--- config.mk ---
export PLATFORM = sky130hd
export DESIGN_NAME = bit_serial_tx
export DESIGN_NICKNAME = d
export VERILOG_FILES = /design/src/rtl/bit_serial_tx.sv
export SDC_FILE = /design/constraint.sdc
export NUM_CORES = 1
export LEC_CHECK = 0
export ABC_AREA = 1
export CORE_MARGIN = 1.5
export CORE_UTILIZATION = 56
export CTS_CLUSTER_DIAMETER = 120
export DETAILED_ROUTE_END_ITERATION = 7
export PLACE_DENSITY_LB_ADDON = 0.12
export SETUP_SLACK_MARGIN = 0.05
export SYNTH_ARGS = -nofsm -noshare
export SYNTH_HDL_FRONTEND = slang
export SYNTH_SLANG_ARGS = --single-unit
--- constraint.sdc ---
create_clock -name clk -period 3.65 [get_ports clk]
set_input_delay 0.365 -clock clk [delete_from_list [all_inputs] [get_ports clk]]
set_output_delay 0.365 -clock clk [all_outputs]
set_load 0.1 [all_outputs]
--- src/rtl/bit_serial_tx.sv ---
// bit_serial_tx: parallel-to-bit-serial word transmitter.
// Words arrive over valid/ready into a small FIFO. They are shifted out MSB-first,
// one bit per bit-clock period, on the falling edge of bclk (the play edge), so
// downstream bit-serial stages can capture on the rising edge.
module bit_serial_tx #(
    parameter int W     = 32,
    parameter int DEPTH = 2
) (
    input  logic         clk,
    input  logic         rst_n,
    input  logic         bclk,
    input  logic [W-1:0] in_data,
    input  logic         in_valid,
    output logic         in_ready,
    output logic         out,
    output logic         frame,
    output logic         underrun,
    output logic         busy
);

    localparam int PW = $clog2(DEPTH);
    localparam int CW = PW + 1;
    localparam int BW = $clog2(W + 1);

    localparam logic [CW-1:0] FULL   = CW'(DEPTH);
    localparam logic [BW-1:0] BITS_W = BW'(W);
    localparam logic [BW-1:0] ONE    = BW'(1);
    localparam logic [PW-1:0] PTR1   = PW'(1);
    localparam logic [CW-1:0] CNT1   = CW'(1);

    logic          bclk_prev_q;
    logic [W-1:0]  mem_q [DEPTH];
    logic [PW-1:0] wr_ptr_q;
    logic [PW-1:0] rd_ptr_q;
    logic [CW-1:0] count_q;
    logic [CW-1:0] count_d;

    logic [W-1:0]  sh_q;
    logic [W-1:0]  sh_d;
    logic [BW-1:0] bits_left_q;
    logic [BW-1:0] bits_left_d;
    logic          out_q;
    logic          out_d;
    logic          frame_q;
    logic          frame_d;
    logic          underrun_q;
    logic          underrun_d;

    logic          play;
    logic          push;
    logic          pop;
    logic          fifo_empty;
    logic [W-1:0]  head;

    // The record edge (rising bclk) has no effect here, so only the play edge is decoded.
    assign play       = bclk_prev_q & ~bclk;
    assign fifo_empty = (count_q == '0);
    assign in_ready   = (count_q != FULL);
    assign push       = in_valid & in_ready;
    assign head       = mem_q[rd_ptr_q];
    // Popping uses the registered count, so a word pushed this cycle is invisible
    // to a play edge in the same cycle.
    assign pop        = play && (bits_left_q <= ONE) && !fifo_empty;

    assign out      = out_q;
    assign frame    = frame_q;
    assign underrun = underrun_q;
    assign busy     = (bits_left_q != '0) || (count_q != '0);

    // FIFO occupancy: simultaneous push and pop leave the count unchanged.
    always_comb begin
        count_d = count_q;
        case ({push, pop})
            2'b10:   count_d = count_q + CNT1;
            2'b01:   count_d = count_q - CNT1;
            default: count_d = count_q;
        endcase
    end

    // Shifter next state: shift mid-word, reload from the FIFO at a word boundary,
    // or drop to idle and flag an underrun if a stream stops mid-flow.
    always_comb begin
        sh_d        = sh_q;
        bits_left_d = bits_left_q;
        out_d       = out_q;
        frame_d     = frame_q;
        underrun_d  = 1'b0;
        if (play) begin
            if (bits_left_q > ONE) begin
                out_d       = sh_q[W-2];
                sh_d        = {sh_q[W-2:0], 1'b0};
                bits_left_d = bits_left_q - ONE;
                frame_d     = 1'b0;
            end else if (!fifo_empty) begin
                sh_d        = head;
                out_d       = head[W-1];
                frame_d     = 1'b1;
                bits_left_d = BITS_W;
            end else begin
                out_d       = 1'b0;
                frame_d     = 1'b0;
                bits_left_d = '0;
                underrun_d  = (bits_left_q == ONE);
            end
        end
    end

    // Control state: edge detector, FIFO pointers/count, bit counter and registered outputs.
    always_ff @(posedge clk or negedge rst_n) begin
        if (!rst_n) begin
            bclk_prev_q <= 1'b0;
            wr_ptr_q    <= '0;
            rd_ptr_q    <= '0;
            count_q     <= '0;
            bits_left_q <= '0;
            out_q       <= 1'b0;
            frame_q     <= 1'b0;
            underrun_q  <= 1'b0;
        end else begin
            bclk_prev_q <= bclk;
            if (push) wr_ptr_q <= wr_ptr_q + PTR1;
            if (pop)  rd_ptr_q <= rd_ptr_q + PTR1;
            count_q     <= count_d;
            bits_left_q <= bits_left_d;
            out_q       <= out_d;
            frame_q     <= frame_d;
            underrun_q  <= underrun_d;
        end
    end

    // Word storage and shift register carry data only; control decides when they matter.
    always_ff @(posedge clk) begin
        if (push) mem_q[wr_ptr_q] <= in_data;
        sh_q <= sh_d;
    end

endmodule

After elaboration in Yosys (flattened, before gate mapping)
Memories as Yosys holds them, arrays and structs flattened.
Cells that the tools add are included.
{"block": "totals", "register_bits": 45, "mem_bits_rw": 64, "in_bits": 36, "out_inout_bits": 5, "elab_cells": 49, "mem_count": 1}
{"block": "classes", "addsub": 5, "magnitude_cmp": 2, "n_eq_ne": 5, "mux": 14, "bitwise_logic": 3, "n_reduce_logical": 9}
{"memory": "mem_q", "depth": 2, "word_bits": 32, "rd": 1, "rd_clocked_by_memory_dff": 0, "wr": 1, "line": "32", "source": "logic [W-1:0] mem_q [DEPTH];"}
{"cell": "31-bit two-way mux", "count": 2}
{"cell": "6-bit two-way mux", "count": 2}
{"cell": "1-bit two-way mux", "count": 9}
{"cell": "6-bit by 1-bit == test with 1-bit output (second input constant)", "count": 1}
{"cell": "6-bit by 1-bit > comparator with 1-bit output (second input constant)", "count": 1}
{"cell": "6-bit by 1-bit less-or-equal comparator with 1-bit output (second input constant)", "count": 1}
{"cell": "6-bit nonzero test", "count": 1}
{"cell": "6-bit by 1-bit subtractor with 6-bit output (second input constant)", "count": 1}
{"cell": "2-bit one-hot mux with 2 select lines", "count": 1}
{"cell": "2-bit nonzero test", "count": 2}
{"cell": "1-bit adder (second input constant)", "count": 2}
{"cell": "2-bit by 1-bit adder with 2-bit output (second input constant)", "count": 1}
{"cell": "1-bit bitwise AND", "count": 2}
{"cell": "2-bit by 1-bit == test with 1-bit output (second input constant)", "count": 1}
{"cell": "2-bit == test (second input constant)", "count": 1}
{"cell": "1-bit logical AND", "count": 2}
{"cell": "2-bit logical NOT", "count": 1}
{"cell": "2-bit by 1-bit != test with 1-bit output (second input constant)", "count": 1}
{"cell": "2-bit != test (second input constant)", "count": 1}
{"cell": "2-bit AND reduction", "count": 1}
{"cell": "2-bit by 1-bit subtractor with 2-bit output (second input constant)", "count": 1}
{"cell": "1-bit logical NOT", "count": 1}
{"cell": "1-bit logical OR", "count": 1}
{"cell": "1-bit NOT", "count": 1}

Logic depth before layout (Yosys ltp)
Gate-level depths: netlist (run 1).
{"block": "logic_depth", "ltp_word": 6, "mapped_depth": 10, "mapped_depth_nobuf": 10}

Worst setup path after synthesis (run 1)
Ideal clock, no wire load.
{"block": "synth_path", "kind": "register to register", "startpoint": "register count_q[0]", "endpoint": "memory mem_q[1][0] (enable)", "setup_time_ps": 423, "arrival_ps": 2751, "required_time_ps": 3227, "path_slack_ps": 476, "path_stages_with_launch": 5, "path_buffers": 0, "period_less_slack_ps": 3174, "cell_sequence": "dfrtp_1 -> inv_1 -> nand2_1 -> nand2_1 -> nor2_1"}
{"block": "synth_via", "elab_chain_len": 4}
{"element": "start: declaration", "line": "35", "source": "logic [CW-1:0] count_q;"}
{"element": "start signal: assignment", "line": "123", "source": "count_q <= count_d;"}
{"element": "2-bit != test", "line": "58", "source": "assign in_ready = (count_q != FULL);"}
{"element": "named net in_ready", "line": "14", "source": "output logic in_ready,"}
{"element": "1-bit bitwise AND", "line": "59", "source": "assign push = in_valid & in_ready;"}
{"element": "1-bit two-way mux", "line": "133", "source": "if (push) mem_q[wr_ptr_q] <= in_data;"}
{"element": "1-bit two-way mux (not written as such)", "line": "133"}
{"element": "end: declaration", "line": "32"}
The timed path passes the listed nets, and every way through them passes these cells.

Worst setup path after layout (run 1)
{"block": "layout_path", "startpoint": "register bits_left_q[0]", "endpoint": "output busy"}
{"block": "layout_via", "elab_chain_len": 2}
{"element": "start: declaration", "line": "40", "source": "logic [BW-1:0] bits_left_q;"}
{"element": "start signal: assignment", "line": "124", "source": "bits_left_q <= bits_left_d;"}
{"element": "6-bit nonzero test", "line": "68", "source": "assign busy = (bits_left_q != '0) || (count_q != '0);"}
{"element": "1-bit logical OR", "line": "68"}
{"element": "end: declaration", "line": "18", "source": "output logic busy"}
No other way between the ends.

==> results of run 1 <==
[how the worst min path moves through the flow]
stage	startpoint	endpoint	slack [ps]	depth (start not counted)
after floorplan	rst_n	bclk_prev_q	70	0
after global placement	sh_q[30]	out	490	2
after detailed placement	count_q[1]	count_q[1]	500	1
after CTS	rst_n	wr_ptr_q	420	1
after global routing	rst_n	wr_ptr_q	430	1
final	rst_n	wr_ptr_q	400	1
[state kept, by name, summed over array words and instances (netlist names)]
| signal | flops |
|---|---|
| underrun | 1 |
| count_q | 2 |
| wr_ptr_q | 1 |
| sh_q | 31 |
| rd_ptr_q | 1 |
| bits_left_q | 6 |
| out | 1 |
| bclk_prev_q | 1 |
| frame | 1 |
| mem_q | 64 |
[power by group through the flow]
stage	Sequential [uW]	Combinational (uW)	Clock (uW)
floorplan	1890	769	0
global placement	1850	1040	0
detailed placement	1850	1070	0
CTS	1830	1070	738
global route	1850	1180	799
finish	1820	1050	722
[final cells by class]
type                            count  area [um^2]  share of cell area, %
Tap cell                           99          124                   2.46
Inverter                           11         41.3                  0.820
Clock inverter                      7         75.1                   1.49
Timing Repair Buffer               44          430                   8.55
Multi-Input combinational cell    187         1040                   20.6
Sequential cell                   109         3200                   63.6
Clock buffer                        9          124                   2.46
[kinds of logic (layout without fill, tap and decap cells)]
kind of cell,after synthesis,count (layout),synth area share (%)
adders and majority gates,4,4,1.15
DFF,109,109,73.6
xor gates and xnor gates,4,4,0.805
AOI/OAI and AO/OA,39,39,8.48
buffers and inverters,25,71,2.90
and+or+nand+nor,140,140,13.1
[placed cells by master, fill, tap and decap left out, drive strengths merged]
master         instances
o21bai                 1
xor2                   1
nand2                 50
nor2                  80
clkdlybuf4s50         40
a21oi                  5
o21ai                  2
nand3                  6
clkbuf                 9
buf                    4
ha                     4
xnor2                  3
o22ai                  1
edfxtp                95
dfrtp                 14
inv                   12
nand4                  3
o31ai                 30
nor3                   1
bufinv                 1
clkinv                 3
clkinvlp               2
[layer usage]
metal | share of wire (%) | wire length, um
met2 | 49 | 3460
met5 | 0 | 0
met1 | 46 | 3220
met4 | 1.7 | 117
met3 | 3.1 | 214
[stage by stage]
step                      hold WS (ps)  setup slack, ps  instances  utilization, %  power (uW)
after floorplan                   69.4              476        321               -        2660
after global placement             486             1360        450            65.6        2880
after detailed placement           495             1300        450            65.6        2920
after CTS                          419              993        466            68.3        3640
after global routing               431              910        466            68.3        3830
final                              400             1010        466            68.3        3600
==> results.json, run 1 <==
{
  "status": "completed",
  "synth_area_leaders": "edfxtp_1, dfrtp_1, nor2_1",
  "detail-route-antenna-nets": 0,
  "drive_above_1_share_pct": 13.1,
  "avgSynthCellArea_um2": 13.6,
  "fin_skew_ps": 8.35,
  "yosysMostFrequentCell": "edfxtp_1",
  "tightestPinTransition_ps": 1100,
  "syn_inst": 321,
  "clkTransAtPathRegs_ps": 100,
  "cts_root_buf": "clkbuf_8",
  "maxSlewViolCount": 0,
  "setup-tns-final_ps": 0,
  "crit_chain": "inv_1 > ha_1 > nand4_1 > clkdlybuf4s50_1",
  "vias": 2445,
  "path_class": "flop to output port",
  "pwr-share-clk_pct": 20.1,
  "gp_congestion": 0.825,
  "area_growth_pct": 15.6,
  "port_buffers": 40,
  "critPathLaunch": "bits_left_q[0]",
  "reg2reg_from": "bits_left_q[0]",
  "track_usage_pct": 18.6,
  "h-tree-depth": 3,
  "swShare_pct": 34.7,
  "hpwl_um": 4210,
  "rrSetupSlack_ps": 1300,
  "power_frac_comb_pct": 29.2,
  "synth_common_cells": "edfxtp_1, nor2_1, nand2_1",
  "start_util_pct": 59.1,
  "synth_top_area_share_pct": 65.5,
  "yosysWarnings": 0,
  "min_period_ps": 2640,
  "firstDrtPassIters": 4,
  "hold_viol": 0,
  "max-slew-margin-rel_pct": 26.4,
  "dieHeight_um": 91.2,
  "io_pins": 41,
  "final_area_um2": 5030,
  "async_flop_share_pct": 12.8,
  "rsz0062_at_grt": "no",
  "synth_fp_nets": 361,
  "leakagePower_uw": 0.00185,
  "critPathTopFamily": "buffers and inverters",
  "diodes": 0,
  "grt_pass1_vias": 2429,
  "cts_hold_buffers": 0,
  "nFillCells": 541,
  "drcViolationCount": 0,
  "hp-class": "input pin to asynchronous set/reset pin",
  "cts_buffers": 9,
  "arrival_ps": 2270,
  "synth_top_cell_by_area": "edfxtp_1",
  "die-area_um2": 8310,
  "synth_seq_cells": 109,
  "use_met3_pct": 4.61,
  "worstSkewPairLatency_ps": 350,
  "wl_per_cell_um": 15.1,
  "max_stage_delay_ps": 1130,
  "finish.net_count": 402,
  "powerDensity_nw_per_um2": 715,
  "power_frac_seq_pct": 50.7,
  "net-switching-power_uw": 1250,
  "core-area_um2": 7370,
  "netlist_area_um2": 4350,
  "cts.path.max_buffers": 2,
  "numClockSinks": 109,
  "r2r_end": "sh_q[29]",
  "fin_crit_sh_pct": 72.3,
  "crit_buf_inv": 2,
  "placed_area_um2": 4830,
  "cts_resized": 0,
  "synth_cell_types": 23,
  "yosysSeqAreaShare_pct": 73.6,
  "top_usage_layer": "met2",
  "via_per_inst": 5.25,
  "rows": 31,
  "crit_path_top_delay_cell": "clkdlybuf4s50_1",
  "grt_max_degree": 35,
  "grt_pass1_wl_um": 11700,
  "gr-usage-met1_pct": 24.6,
  "maxCapViolCount": 0,
  "vdd_drop_max_v": 0.000298,
  "synth-main-ff-cell": "edfxtp_1",
  "end_kind": "output port",
  "antenna_found_initial": 0,
  "cts_setup_buffers": 0,
  "cp_max_fo": 5,
  "met2_usage_pct": 29.7,
  "ff2ff_path_depth": 8,
  "p_int_uw": 2350,
  "overflow": 0,
  "endpoint": "busy",
  "wirelength_um": 7020,
  "tritoncts": "yes",
  "die_w_um": 91.2,
  "cp-start-kind": "flop",
  "synth_edf_count": 95,
  "fmaxAchievable_ghz": 0.379,
  "cp_num_cells": 4,
  "worst_ep_required_time_ps": 3280,
  "setup_viol": 0,
  "drt_iter0_drc": 141
}
Power figures use the tool's default switching activity.
==> run 2: changes to the inputs <==
==> constraint.sdc (replaced) <==
create_clock -name clk -period 2.64 [get_ports clk]
set_input_delay 0.264 -clock clk [delete_from_list [all_inputs] [get_ports clk]]
set_output_delay 0.264 -clock clk [all_outputs]
set_load 0.1 [all_outputs]
==> run 2 against run 1 <==
Compared with the run above:
- clock skew grew 4.8 ps
- routed wire length shrank 1.8%
- register-to-register slack lost 580 ps
- design area is essentially flat
- hold slack lost 120 ps
- die area is the same
- first-iteration DRC count shrank 16%
- combinational power grew 40%
- critical endpoint is now count_q[1]
- largest cell class unchanged
- largest power group unchanged
==> results.json, run 2 (synthesis gave the netlist of run 1 again) <==
{
  "gr-usage-met1_pct": 22.8,
  "max_stage_delay_ps": 420,
  "top_register": "mem_q",
  "tritoncts": "yes",
  "grt_pass1_vias": 2483,
  "finish.net_count": 406,
  "grt_max_degree": 35,
  "ff2ff_path_depth": 10,
  "cp_num_cells": 10,
  "leakagePower_uw": 0.00187,
  "p_int_uw": 3170,
  "gp_congestion": 0.880,
  "worst_ep_required_time_ps": 2900,
  "path_class": "flop to flop",
  "swShare_pct": 35.5,
  "track_usage_pct": 18.3,
  "fin_skew_ps": 13.1,
  "setup-tns-final_ps": 0,
  "io_pins": 41,
  "rrSetupSlack_ps": 720,
  "die_w_um": 91.2,
  "grt_pass1_wl_um": 11600,
  "cp-start-kind": "flop",
  "cts_hold_buffers": 0,
  "tightestPinTransition_ps": 638,
  "reg2reg_from": "bits_left_q[0]",
  "fin_crit_sh_pct": 72.8,
  "maxCapViolCount": 0,
  "area_growth_pct": 15.7,
  "dpl.cell_count": 454,
  "crit_path_top_delay_cell": "dfrtp_1",
  "detail-route-antenna-nets": 0,
  "cts_setup_buffers": 0,
  "worstSkewPairLatency_ps": 360,
  "die-area_um2": 8310,
  "via_per_inst": 5.26,
  "h-tree-depth": 3,
  "reg_top3": "mem_q: 64 flops, sh_q: 31 flops, bits_left_q: 6 flops",
  "status": "completed",
  "cts_resized": 0,
  "cp_max_fo": 5,
  "port_buffers": 40,
  "end_kind": "flop",
  "met2_usage_pct": 31.4,
  "core-area_um2": 7370,
  "hpwl_um": 4350,
  "maxSlewViolCount": 0,
  "antenna_found_initial": 0,
  "pre_cts_slack_ps": 665,
  "min_period_ps": 1920,
  "firstDrtPassIters": 5,
  "power_frac_seq_pct": 51.3,
  "hp-class": "input pin to asynchronous set/reset pin",
  "arrival_ps": 2180,
  "clkTransAtPathRegs_ps": 110,
  "rsz0062_at_grt": "no",
  "cts_buffers": 9,
  "wl_per_cell_um": 14.7,
  "power_frac_comb_pct": 30.0,
  "endpoint": "count_q[1]",
  "final_cells": 469,
  "numClockSinks": 109,
  "critPathLaunch": "bits_left_q[0]",
  "final_cell_mix": "edfxtp_1, nor2_1, nand2_1",
  "fmaxAchievable_ghz": 0.520,
  "powerDensity_nw_per_um2": 976,
  "cts.path.max_buffers": 2,
  "final_util_pct": 68.4,
  "top_usage_layer": "met2",
  "drive_above_1_share_pct": 15.1,
  "vdd_drop_max_v": 0.000546,
  "setup_viol": 0,
  "hold_viol": 0,
  "diodes": 0,
  "rows": 31,
  "drcViolationCount": 0,
  "pwr-share-clk_pct": 18.7,
  "r2r_end": "count_q[1]",
  "net-switching-power_uw": 1740,
  "largest_register_ffs": 64,
  "final_common_cell": "edfxtp_1",
  "cts_root_buf": "clkbuf_8",
  "fin_ws_ps": 718,
  "placed_area_um2": 4860,
  "overflow": 0,
  "wirelength_um": 6890,
  "dieHeight_um": 91.2,
  "max-slew-margin-rel_pct": 57.3,
  "use_met3_pct": 5.03,
  "crit_buf_inv": 2,
  "critPathTopFamily": "adder cells",
  "vias": 2466,
  "final_area_um2": 5040,
  "crit_chain": "inv_1 > ha_1 > inv_1 > nand2_1 > nand4_1 > nor2_1 > ha_1 > a21oi_1 > o21ai_0 > xnor2_1",
  "drt_iter0_drc": 118,
  "start_util_pct": 59.1
}
run 2: cell types whose count changed in the layout (fill, tap and decap cells not counted), moves of 2 or more:
| cell | previous run | this run |
|---|---|---|
| buf_4 | 4 | 13 |
| clkinv_2 | 2 | 0 |
| inv_6 | 0 | 2 |
| clkdlybuf4s50_1 | 40 | 35 |
run 2: worst min path at each step:
stage	slack [ps]	start	cells after the start	endpoint
6_report	280	rst_n	1	bclk_prev_q
5_1_grt	320	rst_n	1	bclk_prev_q
4_1_cts	300	rst_n	1	bclk_prev_q
3_5_place_dp	490	frame	2	frame
3_3_place_gp	470	frame	2	frame
2_1_floorplan	-30	rst_n	0	bclk_prev_q
run 2: power by group through the flow:
stage / combinational [uW] / clock, uW / sequential [uW]
floorplan: 1070 / 0 / 2610
global placement: 1450 / 0 / 2550
detailed placement: 1490 / 0 / 2560
CTS: 1490 / 944 / 2520
global route: 1640 / 1010 / 2560
finish: 1470 / 920 / 2520
run 2: layer usage:
metal | up-vias | wire length [um] | share of wire [%]
met2 | 51 | 3460 | 50
met3 | 8 | 308 | 4.5
met1 | 1187 | 3030 | 44
met4 | 0 | 83 | 1.2
li1 | 1220 | - | -
met5 | - | 0 | 0
run 2: layout make-up:
cell class | instances | area, um^2
Inverter | 11 | 41.3
Fill cell | 537 | 2330
Multi-Input combinational cell | 187 | 1040
Clock inverter | 6 | 56.3
Timing Repair Buffer | 48 | 448
Tap cell | 99 | 124
Sequential cell | 109 | 3200
Clock buffer | 9 | 124
run 2: through the flow:
step	power [uW]	hold WS, ps
6_report	4920	281
5_1_grt	5210	321
4_1_cts	4960	297
3_5_place_dp	4050	487
3_3_place_gp	3990	474
2_1_floorplan	3670	-31.6
==> run 3: changes to the inputs <==
--- a/config.mk
+++ b/config.mk
@@ -7,7 +7,7 @@
 export LEC_CHECK = 0
 export ABC_AREA = 1
 export CORE_MARGIN = 1.5
-export CORE_UTILIZATION = 56
+export CORE_UTILIZATION = 51
 export CTS_CLUSTER_DIAMETER = 120
 export DETAILED_ROUTE_END_ITERATION = 7
 export PLACE_DENSITY_LB_ADDON = 0.12
==> constraint.sdc (replaced) <==
create_clock -name clk -period 1.7 [get_ports clk]
set_input_delay 0.17 -clock clk [delete_from_list [all_inputs] [get_ports clk]]
set_output_delay 0.17 -clock clk [all_outputs]
set_load 0.1 [all_outputs]
==> run 3 against run 2 <==
Compared with the run above:
- the run now ends with negative setup slack left
- design area up 12%
- non-clock buffer count grew 29
- first-iteration DRC count decreased by 11%
- largest cell class unchanged
- critical path type unchanged
- worst setup slack worse by 830 ps
- hold slack lost 190 ps
- highest routed layer unchanged
==> results.json, run 3 (synthesis gave the netlist of run 1 again) <==
{
  "end_kind": "flop",
  "final_area_um2": 5650,
  "grt_pass1_wl_um": 11700,
  "setup-tns-final_ps": -3070,
  "power_frac_seq_pct": 45.2,
  "violations": "negative setup slack",
  "wirelength_um": 7830,
  "tritoncts": "yes",
  "path_class": "flop to flop",
  "reg2reg_from": "bits_left_q[1]",
  "setup_viol": 47,
  "track_usage_pct": 17.6,
  "diodes": 0,
  "rows": 33,
  "p_int_uw": 5560,
  "power_frac_comb_pct": 37.8,
  "drcViolationCount": 0,
  "clkTransAtPathRegs_ps": 100,
  "tightestPinTransition_ps": 380,
  "port_buffers": 40,
  "die-area_um2": 9100,
  "worst_ep_required_time_ps": 1840,
  "core-area_um2": 8260,
  "vias": 2635,
  "die_w_um": 95.4,
  "hp-class": "input pin to asynchronous set/reset pin",
  "io_pins": 41,
  "overflow": 0,
  "net-switching-power_uw": 3180,
  "drive_above_1_share_pct": 30.8,
  "maxCapViolCount": 0,
  "ff2ff_path_depth": 10,
  "cp_max_fo": 14,
  "firstDrtPassIters": 4,
  "grt_pass1_vias": 2508,
  "drt_iter0_drc": 105,
  "grt_max_degree": 34,
  "cts_buffers": 9,
  "endpoint": "sh_q[23]",
  "area_growth_pct": 29.9,
  "maxSlewViolCount": 0,
  "max-slew-margin-rel_pct": 74.7,
  "h-tree-depth": 3,
  "wl_per_cell_um": 15.5,
  "antenna_found_initial": 0,
  "hpwl_um": 4390,
  "powerDensity_nw_per_um2": 1550,
  "status": "finished, violations left",
  "critPathLaunch": "bits_left_q[1]",
  "arrival_ps": 1940,
  "fin_ws_ps": -108,
  "detail-route-antenna-nets": 0,
  "final_common_cell": "edfxtp_1",
  "vdd_drop_max_v": 0.000700,
  "pwr-share-clk_pct": 17.0,
  "fmaxAchievable_ghz": 0.553,
  "gp_congestion": 0.845,
  "cts.path.max_buffers": 2,
  "pre_cts_slack_ps": -118,
  "dieHeight_um": 95.4,
  "rrSetupSlack_ps": -110,
  "via_per_inst": 5.22,
  "fin_skew_ps": 8.82,
  "rsz0062_at_grt": "yes",
  "top_register": "mem_q",
  "numClockSinks": 109,
  "nFillCells": 588,
  "finish.net_count": 435,
  "leakagePower_uw": 0.00210,
  "start_util_pct": 52.7,
  "swShare_pct": 36.4,
  "cts_root_buf": "clkbuf_8",
  "dpl.cell_count": 471,
  "final_cell_mix": "edfxtp_1, nor2_1, clkdlybuf4s50_1",
  "worstSkewPairLatency_ps": 380,
  "largest_register_ffs": 64,
  "cp-start-kind": "flop",
  "reg_top3": "mem_q: 64 flops, sh_q: 31 flops, bits_left_q: 6 flops",
  "final_cells": 505,
  "fin_crit_sh_pct": 106,
  "r2r_end": "sh_q[23]",
  "hold_viol": 0,
  "placed_area_um2": 5110,
  "min_period_ps": 1810
}
## run 3: cell count changes in the layout (fill, tap and decap cells not counted), moves of 3 or more
| cell | delta |
|---|---|
| o31ai_2 | +4 |
| buf_12 | +9 |
| buf_6 | +3 |
| nand2_1 | -17 |
| nor2_1 | -5 |
| buf_4 | +15 |
| ha_4 | +4 |
| inv_1 | -4 |
| nor2_4 | +3 |
| ha_1 | -4 |
| inv_2 | +3 |
| o31ai_1 | -6 |
| nand2_2 | +13 |
## run 3: power by group through the flow
stage | logic [uW] | registers, uW | clock network, uW
5_1_grt | 3590 | 4010 | 1610
6_report | 3300 | 3950 | 1490
2_1_floorplan | 1780 | 4070 | 0
3_5_place_dp | 2740 | 3990 | 0
3_3_place_gp | 2700 | 3980 | 0
4_1_cts | 2890 | 3940 | 1520
## run 3: metal layers
metal	global-route usage [%]	vias to the layer above	wire [um]
li1	-	1277	-
met1	20.8	1291	3410
met2	30.0	55	3960
met3	5.50	12	345
met4	6.62	0	121
met5	0	-	0
## run 3: timing repair
item | CTS | global route
setup buffers | 13 | 6
gates resized for setup | 5 | 36
cloned | 0 | 3
pin swaps | 5 | 8
hold buffers | 0 | 0
setup endpoints to repair | 49 | 42
## run 3: worst max-delay path: stages, from the launching register on
cell,delay (ps)
dfrtp_1,410
inv_2,120
ha_4,140
inv_1,60
nand2_4,70
buf_4,110
nand3_4,160
buf_12,200
clkbuf_16,170
nand2_1,80
o31ai_2,60
## run 3: area by class of cell
class / count / area [um^2] / area share (%)
inverter: 11 / 43.8 / 0.775
clock buffer: 9 / 124 / 2.19
timing repair buffer: 77 / 825 / 14.6
sequential: 109 / 3200 / 56.7
clock inverter: 7 / 65.1 / 1.15
multi-input combinational: 187 / 1260 / 22.3
tap: 105 / 131 / 2.32
## run 3: how the worst min path moves through the flow
stage	from	to	cells past startpoint
after global routing	rst_n	wr_ptr_q	2
after global placement	frame	frame	2
after floorplan	rst_n	bclk_prev_q	0
after CTS	rst_n	underrun	2
after detailed placement	frame	frame	2
final	rst_n	underrun	2
## run 3: metrics by stage
step	utilization [%]	power, uW	hold WS (ps)
3_3_place_gp	61.9	6670	486
4_1_cts	65.8	8350	86.8
2_1_floorplan	-	5850	-126
3_5_place_dp	61.9	6730	494
5_1_grt	68.5	9210	92.7
6_report	68.5	8740	93.7
